### src/rtl/adsr_envelope.sv
// rtl/adsr_envelope.sv - per-voice ADSR envelope scaling an offset-binary waveform around mid-scale.
// Optional feature: define ADSR_HARD_RESTART_EN to zero the envelope on every gate rise.
module adsr_envelope #(
  parameter int WAVE_DEPTH = 8,
  parameter int PRESCALE   = 256
) (
  input  logic                  Clock,
  input  logic                  Reset,
  input  logic                  Gate,
  input  logic [7:0]            AttackRate,
  input  logic [7:0]            DecayRate,
  input  logic [7:0]            Sustain,
  input  logic [7:0]            ReleaseRate,
  input  logic [WAVE_DEPTH-1:0] WaveIn,
  output logic [WAVE_DEPTH-1:0] WaveOut,
  output logic [7:0]            Level,
  output logic [2:0]            State,
  output logic                  Active
);

  localparam logic [15:0] PS_LAST = 16'(PRESCALE - 1);
  localparam logic [WAVE_DEPTH-1:0] MID = {1'b1, {(WAVE_DEPTH-1){1'b0}}};
  localparam int PW = WAVE_DEPTH + 8;

  typedef enum logic [2:0] {
    IDLE    = 3'd0,
    ATTACK  = 3'd1,
    DECAY   = 3'd2,
    SUSTAIN = 3'd3,
    RELEASE = 3'd4
  } state_t;

  state_t      state, state_nxt;
  logic [15:0] env, env_nxt;
  logic [15:0] presc;
  logic        gate_q;
  logic        tick, rise, fall;
  logic [16:0] att_sum, dec_diff, rel_diff;
  logic [15:0] sus_lvl;

  assign tick = (presc == PS_LAST);
  assign rise = Gate & ~gate_q;
  assign fall = ~Gate & gate_q;

  always_ff @(posedge Clock or negedge Reset) begin
    if (!Reset) begin
      presc  <= '0;
      gate_q <= 1'b0;
      state  <= IDLE;
      env    <= '0;
    end else begin
      presc  <= tick ? 16'd0 : presc + 16'd1;
      gate_q <= Gate;
      state  <= state_nxt;
      env    <= env_nxt;
    end
  end

  // Gate edges win over a coincident tick: that cycle applies no envelope step.
  always_comb begin
    sus_lvl   = {Sustain, 8'h00};
    att_sum   = {1'b0, env} + {1'b0, AttackRate, 8'h00};
    dec_diff  = {1'b0, env} - {1'b0, DecayRate, 8'h00};
    rel_diff  = {1'b0, env} - {1'b0, ReleaseRate, 8'h00};
    state_nxt = state;
    env_nxt   = env;
    if (rise && (state == IDLE || state == RELEASE)) begin
      state_nxt = ATTACK;
`ifdef ADSR_HARD_RESTART_EN
      env_nxt = 16'h0000;
`endif
    end else if (fall && (state == ATTACK || state == DECAY || state == SUSTAIN)) begin
      state_nxt = RELEASE;
    end else if (tick) begin
      case (state)
        ATTACK: begin
          if (AttackRate == 8'h00 || att_sum >= 17'h0FFFF) begin
            env_nxt   = 16'hFFFF;
            state_nxt = DECAY;
          end else begin
            env_nxt = att_sum[15:0];
          end
        end
        DECAY: begin
          if (DecayRate == 8'h00 || dec_diff[16] || dec_diff[15:0] <= sus_lvl) begin
            env_nxt   = sus_lvl;
            state_nxt = SUSTAIN;
          end else begin
            env_nxt = dec_diff[15:0];
          end
        end
        SUSTAIN: env_nxt = sus_lvl;
        RELEASE: begin
          if (ReleaseRate == 8'h00 || rel_diff[16] || rel_diff[15:0] == 16'h0000) begin
            env_nxt   = 16'h0000;
            state_nxt = IDLE;
          end else begin
            env_nxt = rel_diff[15:0];
          end
        end
        default: env_nxt = env;
      endcase
    end
  end

  assign Level  = env[15:8];
  assign State  = state;
  assign Active = (state != IDLE);

  logic signed [WAVE_DEPTH:0] wave_d;
  logic signed [PW-1:0]       prod, prod_q;
  logic                       unused_prod_lsb;

  // |d * Level| < 2^(WAVE_DEPTH+7), so PW signed bits hold the product exactly.
  assign wave_d = $signed({1'b0, WaveIn}) - $signed({1'b0, MID});
  assign prod   = PW'(wave_d) * PW'($signed({1'b0, Level}));
  assign unused_prod_lsb = ^prod_q[7:0];

  always_ff @(posedge Clock or negedge Reset) begin
    if (!Reset) begin
      prod_q  <= '0;
      WaveOut <= MID;
    end else begin
      prod_q  <= prod;
      WaveOut <= MID + prod_q[PW-1:8];
    end
  end

endmodule

### config.mk
export PLATFORM = sky130hd
export DESIGN_NAME = adsr_envelope
export DESIGN_NICKNAME = d
export VERILOG_FILES = /design/src/rtl/adsr_envelope.sv
export SDC_FILE = /design/constraint.sdc
export NUM_CORES = 1
export LEC_CHECK = 0
export ABC_AREA = 1
export CAP_MARGIN = 20
export CORE_UTILIZATION = 40
export CTS_CLUSTER_SIZE = 12
export DETAILED_ROUTE_END_ITERATION = 10
export PLACE_DENSITY = 0.59
export SETUP_SLACK_MARGIN = 0.3
export SLEW_MARGIN = 40
export SYNTH_ARGS = -nofsm -noshare
export SYNTH_HDL_FRONTEND = slang
export SYNTH_SLANG_ARGS = --single-unit
### constraint.sdc
create_clock -name Clock -period 5.1 [get_ports Clock]
set_clock_uncertainty 0.05 [all_clocks]
set_input_delay 0.51 -clock Clock [delete_from_list [all_inputs] [get_ports Clock]]
set_output_delay 0.51 -clock Clock [all_outputs]
set_load 0.02 [all_outputs]
## Yosys cells after proc, flatten, opt, wreduce, memory -nomap -nowiden

Index checks and enable logic that the tools add are counted.

- Output and inout bits: 20
- Bits of input ports: 43
- Flip-flop bits (word level): 60
- Logic and storage cells: 62

- Mux-type cells: 12
- Equal/unequal tests: 8
- Multipliers: 1
- Add/subtract/negate cells: 6
- Reductions and logical operators: 21
- Bitwise gates (word level): 6
- Magnitude comparators: 2

Operator list:

| operator | count |
|---|---|
| 2-to-1 mux 16 bit | 4 |
| case mux 16 bit (4 select lines) | 1 |
| subtractor 16 x 16 -> 17 bit | 2 |
| logical NOT 8 bit | 3 |
| 2-to-1 mux 3 bit | 6 |
| adder 16 x 16 -> 17 bit | 1 |
| greater-or-equal comparator 17 x 16 -> 1 bit (second input constant) | 1 |
| adder 16 x 1 -> 16 bit (second input constant) | 1 |
| == test 16 x 8 -> 1 bit (second input constant) | 1 |
| less-or-equal comparator 16 bit | 1 |
| logical NOT 16 bit | 1 |
| multiplier 9 x 9 -> 16 bit | 1 |
| case mux 3 bit (3 select lines) | 1 |
| subtractor 8 x 8 -> 9 bit (second input constant) | 1 |
| adder 8 bit (first input constant) | 1 |
| logical OR 1 bit | 8 |
| != test 4 x 2 -> 1 bit (second input constant) | 2 |
| == test 3 x 2 -> 1 bit (second input constant) | 2 |
| nonzero test 3 bit | 2 |
| AND reduction 5 bit | 1 |
| nonzero test 5 bit | 1 |
| != test 4 x 1 -> 1 bit (second input constant) | 1 |
| NOT 1 bit | 4 |
| AND reduction 4 bit | 1 |
| 6 further kinds | 8 |

## Longest topological paths before layout

- Depth in word-level cells: 8
- Depth in mapped cells: 22
- Gate-level depth less buffers: 21

## Worst setup path after synthesis

No wires, ideal clock.

- Kind: register to register
- Start: register env[9]
- End: register prod_q[14]
- Data arrival time: 4,295 ps
- Period minus slack after synthesis: 4,468 ps
- Path buffers: 1
- Required time: 4,927 ps
- Stages on the path, launching flop included: 21
- Library setup time: 123 ps
- Path slack: 632 ps
- Cells stage by stage: dfrtp_1 -> buf_2 -> inv_1 -> nor2_1 -> fa_1 -> fa_1 -> fa_1 -> inv_1 -> fa_1 -> inv_1 -> ha_1 -> a21oi_1 -> o21ai_0 -> o21bai_2 -> nand2_2 -> nand2_2 -> nand3_1 -> nand2_1 -> nand2_1 -> nand2_1 -> xor2_1

- Word-level cells in the longest chain between the ends: 1

RTL lines:

| element | RTL line | source |
|---|---|---|
| start: declaration | 34 | `logic [15:0] env, env_nxt;` |
| start signal: assignment | 55 | `env <= env_nxt;` |
| multiplier 9 x 9 -> 16 bit | 116 | `assign prod = PW'(wave_d) * PW'($signed({1'b0, Level}));` |
| named net prod[14] | 111 | `logic signed [PW-1:0] prod, prod_q;` |
| end signal: assignment | 124 | `prod_q <= prod;` |
| end: declaration | 111 |  |

The timed path passes the listed nets, and every way through them passes these cells.
A chain may end at the register's enable or synchronous reset.

## Worst setup path after layout

- Start: input WaveIn[2]
- End: register prod_q[14]

- Word-level cells in the longest chain between the ends: 2

RTL lines:

| element | RTL line | source |
|---|---|---|
| start: declaration | 14 | `input logic [WAVE_DEPTH-1:0] WaveIn,` |
| subtractor 8 x 8 -> 9 bit | 115 | `assign wave_d = $signed({1'b0, WaveIn}) - $signed({1'b0, MID});` |
| multiplier 9 x 9 -> 16 bit | 116 |  |
| named net prod[14] | 111 |  |

The timed path passes the listed nets, and every way through them passes these cells.

==> metrics.txt <==
outcome complete, but fails checks; failing checks DRC; TNS Setup 0 ns; Max IR drop VDD 0.000121 V; first-pass GRT wire length 24,400 um; largest net degree at the start of global routing 46; hold slack 0.263 ns; Worst path slowest cell clkdlybuf4s50_1; IO Port Bufs 62; H-tree levels 2; layout cells sized above 1 5.91%; Worst-Margin Slew 0.678 ns; multi-input logic area 4030 sq um; final net count 1,070; f_max 221 MHz; clock buffer count from CTS 5; total power draw 1.44 mW; Psw 0.559 mW; Slew Viols, Final 0; FP Rows 44; die width 125 um; clock root cell clkbuf_16; # fillers 1,545; CP Data Arrival Time 4.65 ns; Fin. Hold Viols 0; final period utilization 88.7%; core footprint 14,600 sq um; worst skew pair latency 0.30 ns; First-pass DRT Iterations 7; IO Pins 63; R2R Path End prod_q[14]$_DFF_PN0_; Sink Count 45; most frequent cells in the layout inv_1 (221), nand2_1 (200), nand3_1 (61), ha_1 (60), clkdlybuf4s50_1 (58); Post-Synthesis Cell Area 6070 sq um; post-route cell area 7120 sq um; gr ovfl total 0; CP Capture Type flip-flop; DR iter-0 viols 274; vias after detailed routing 5,125; wire per inst 12.8 um; RSZ-0062 raised after global routing no; Final Critical Period 4.52 ns; register area share after synthesis 18.6%; number of cells on the critical path 20; post-synthesis net count 1,004; Worst slew margin 54.6%; Clock power frac 26.4%; maxcap violations 0; synth warn 0; Synth Instances 847; initial core utilization 41.4%; die height 125 um; Reg clk slew, reported paths 0.06 ns; Power Internal 0.886 mW; Reg2Reg Launch Point env[13]$_DFFE_PN0P_; CP startpoint kind input pin; Final Setup Violations 0; placed cell area 6930 sq um; Setup CP Type input pin to flip-flop; worst setup path end prod_q[14]$_DFF_PN0_; critical path, cell by cell clkdlybuf4s50_1 > nand2_1 > inv_1 > fa_1 > fa_1 > fa_1 > inv_1 > fa_1 > inv_1 > ha_1 > a21oi_1 > o21ai_0 > o21bai_2 > nand2_2 > nand2_2 > nand3_1 > nand2_1 > nand2_1 > nand2_1 > xor2_1; wirelength, routed 14,000 um; critical-path maximum fanout 8; Worst R2R Setup Slack 0.66 ns; Post-CTS Setup Bufs 0; initial antenna violation count 0; sequential cell area 1130 sq um; combinational power share 43.7%; post-synth cell types 41; routability cong. 0.879; CP startpoint WaveIn[2]; Buffers & Inverters on Critical Path 4; vias in the first global route 5,151; Power Dens Cells 203 nW/um^2; vias per cell 4.67; syn avg cell area 7.16 sq um; delay-heaviest family, CP adder cells; number of diodes 0; CTS tree built; Hold WC Path Type input pin to asynchronous set/reset pin; HPWL after DPL 11,700 um; worst r2r path cells 21; #FFs+latches synth 45; drc violations 6; Total GRT Usage 19.6%; Final ANT Viol Nets 0; Clock Tree Buf Depth 2; sequential share of power 30.0%; CP peak stage delay 0.57 ns; Crit path required time 5.23 ns; Area Overhead vs Synth 17.3%; area of the die 15,700 sq um; most common cell after layout, fill and taps aside inv_1; Sw Share 38.7%; Leak 4.07 nW
cells in the mapped netlist (all sizes together):
master,count,area [sq um]
a21o,2,16.3
o21a,1,7.51
xnor2,9,78.8
nand4,15,115
inv,224,841
nor3,10,60.1
nor4,4,25.0
ha,60,751
and3,1,7.51
or2,1,6.26
clkbuf,12,55.1
o21ai,13,68.8
nor2,59,244
fa,54,1080
buf,4,22.5
o21bai,2,18.8
dfstp,1,26.3
a31oi,3,18.8
o211ai,5,37.5
nand2,205,787
nand3,62,315
dfrtp,44,1100
xor2,18,158
nand3b,4,30.0
a21oi,34,196
worst reg2reg max path: cells and delay by family (launching register included):
kind,cells,cell delay [ns]
AO/OA/AOI/OAI,3,0.44
flip-flops,1,0.53
AND/OR/NAND/NOR,7,0.53
adder cells (fa/ha/maj),5,2.39
buffers and inverters,5,0.25
XOR/XNOR,1,0.14
what timing repair did:
item / 4_1_cts / 5_1_grt
setup endpoints to repair: 0 / 5
gates resized for setup: 0 / 6
hold buffers: 0 / 0
flip-flops by register name, indices dropped and copies added, names as in the netlist:
name     count
WaveOut      8
env          9
prod_q       8
presc       16
State        3
gate_q       1
through the flow:
stage / setup WS, ns / instances / util (%)
floorplan: 0.632 / 847 / -
finish: 0.577 / 1098 / 48.6
detailed placement: 0.0127 / 1090 / 47.4
global placement: 0.0707 / 1090 / 47.4
global route: 0.310 / 1098 / 48.6
CTS: 0.331 / 1098 / 48.5
worst min-delay path by stage:
| stage | startpoint | endpoint | slack (ns) |
|---|---|---|---|
| CTS | Reset | State[2]$_DFFE_PN0P_ | 0.29 |
| finish | Reset | State[1]$_DFFE_PN0P_ | 0.26 |
| floorplan | Reset | State[0]$_DFFE_PN0P_ | 0.16 |
| global route | prod_q[11]$_DFF_PN0_ | WaveOut[3]$_DFF_PN0_ | 0.31 |
| detailed placement | prod_q[10]$_DFF_PN0_ | WaveOut[2]$_DFF_PN0_ | 0.29 |
| global placement | prod_q[9]$_DFF_PN0_ | WaveOut[1]$_DFF_PN0_ | 0.29 |
cell families (layout without fill, tap and decap cells):
group	Yosys count	in the layout	synth area share, %
simple gates	361	361	26.2
buf+inv	240	307	15.1
fa+ha+maj	114	114	30.2
compound gates	60	60	6.00
flops	45	45	18.6
xor+xnor	27	27	3.90
power by group through the flow:
stage | combinational [mW] | sequential (mW) | clock, mW
2_1_floorplan | 0.381 | 0.472 | 0
3_3_place_gp | 0.622 | 0.442 | 0
3_5_place_dp | 0.624 | 0.441 | 0
4_1_cts | 0.627 | 0.434 | 0.392
5_1_grt | 0.705 | 0.440 | 0.405
6_report | 0.630 | 0.433 | 0.381
metal layers:
metal | vias up | routed length, um | part of all wire [%] | track usage, %
li1 | 2698 | - | - | -
met1 | 2351 | 7090 | 51 | 27.2
met2 | 69 | 6350 | 45 | 32.5
met3 | 7 | 452 | 3.2 | 2.65
met4 | 0 | 118 | 0.84 | 4.02
met5 | - | 0 | 0 | 0
final cells by class:
class | instances | area share, %
repair buffers | 75 | 10.1
flip-flops and latches | 45 | 15.8
clock buffers | 6 | 1.81
clock inverters | 2 | 0.492
multi-input cells | 562 | 56.7
inverters | 224 | 11.8
well taps | 184 | 3.24
(Power assumes the default switching activity.)
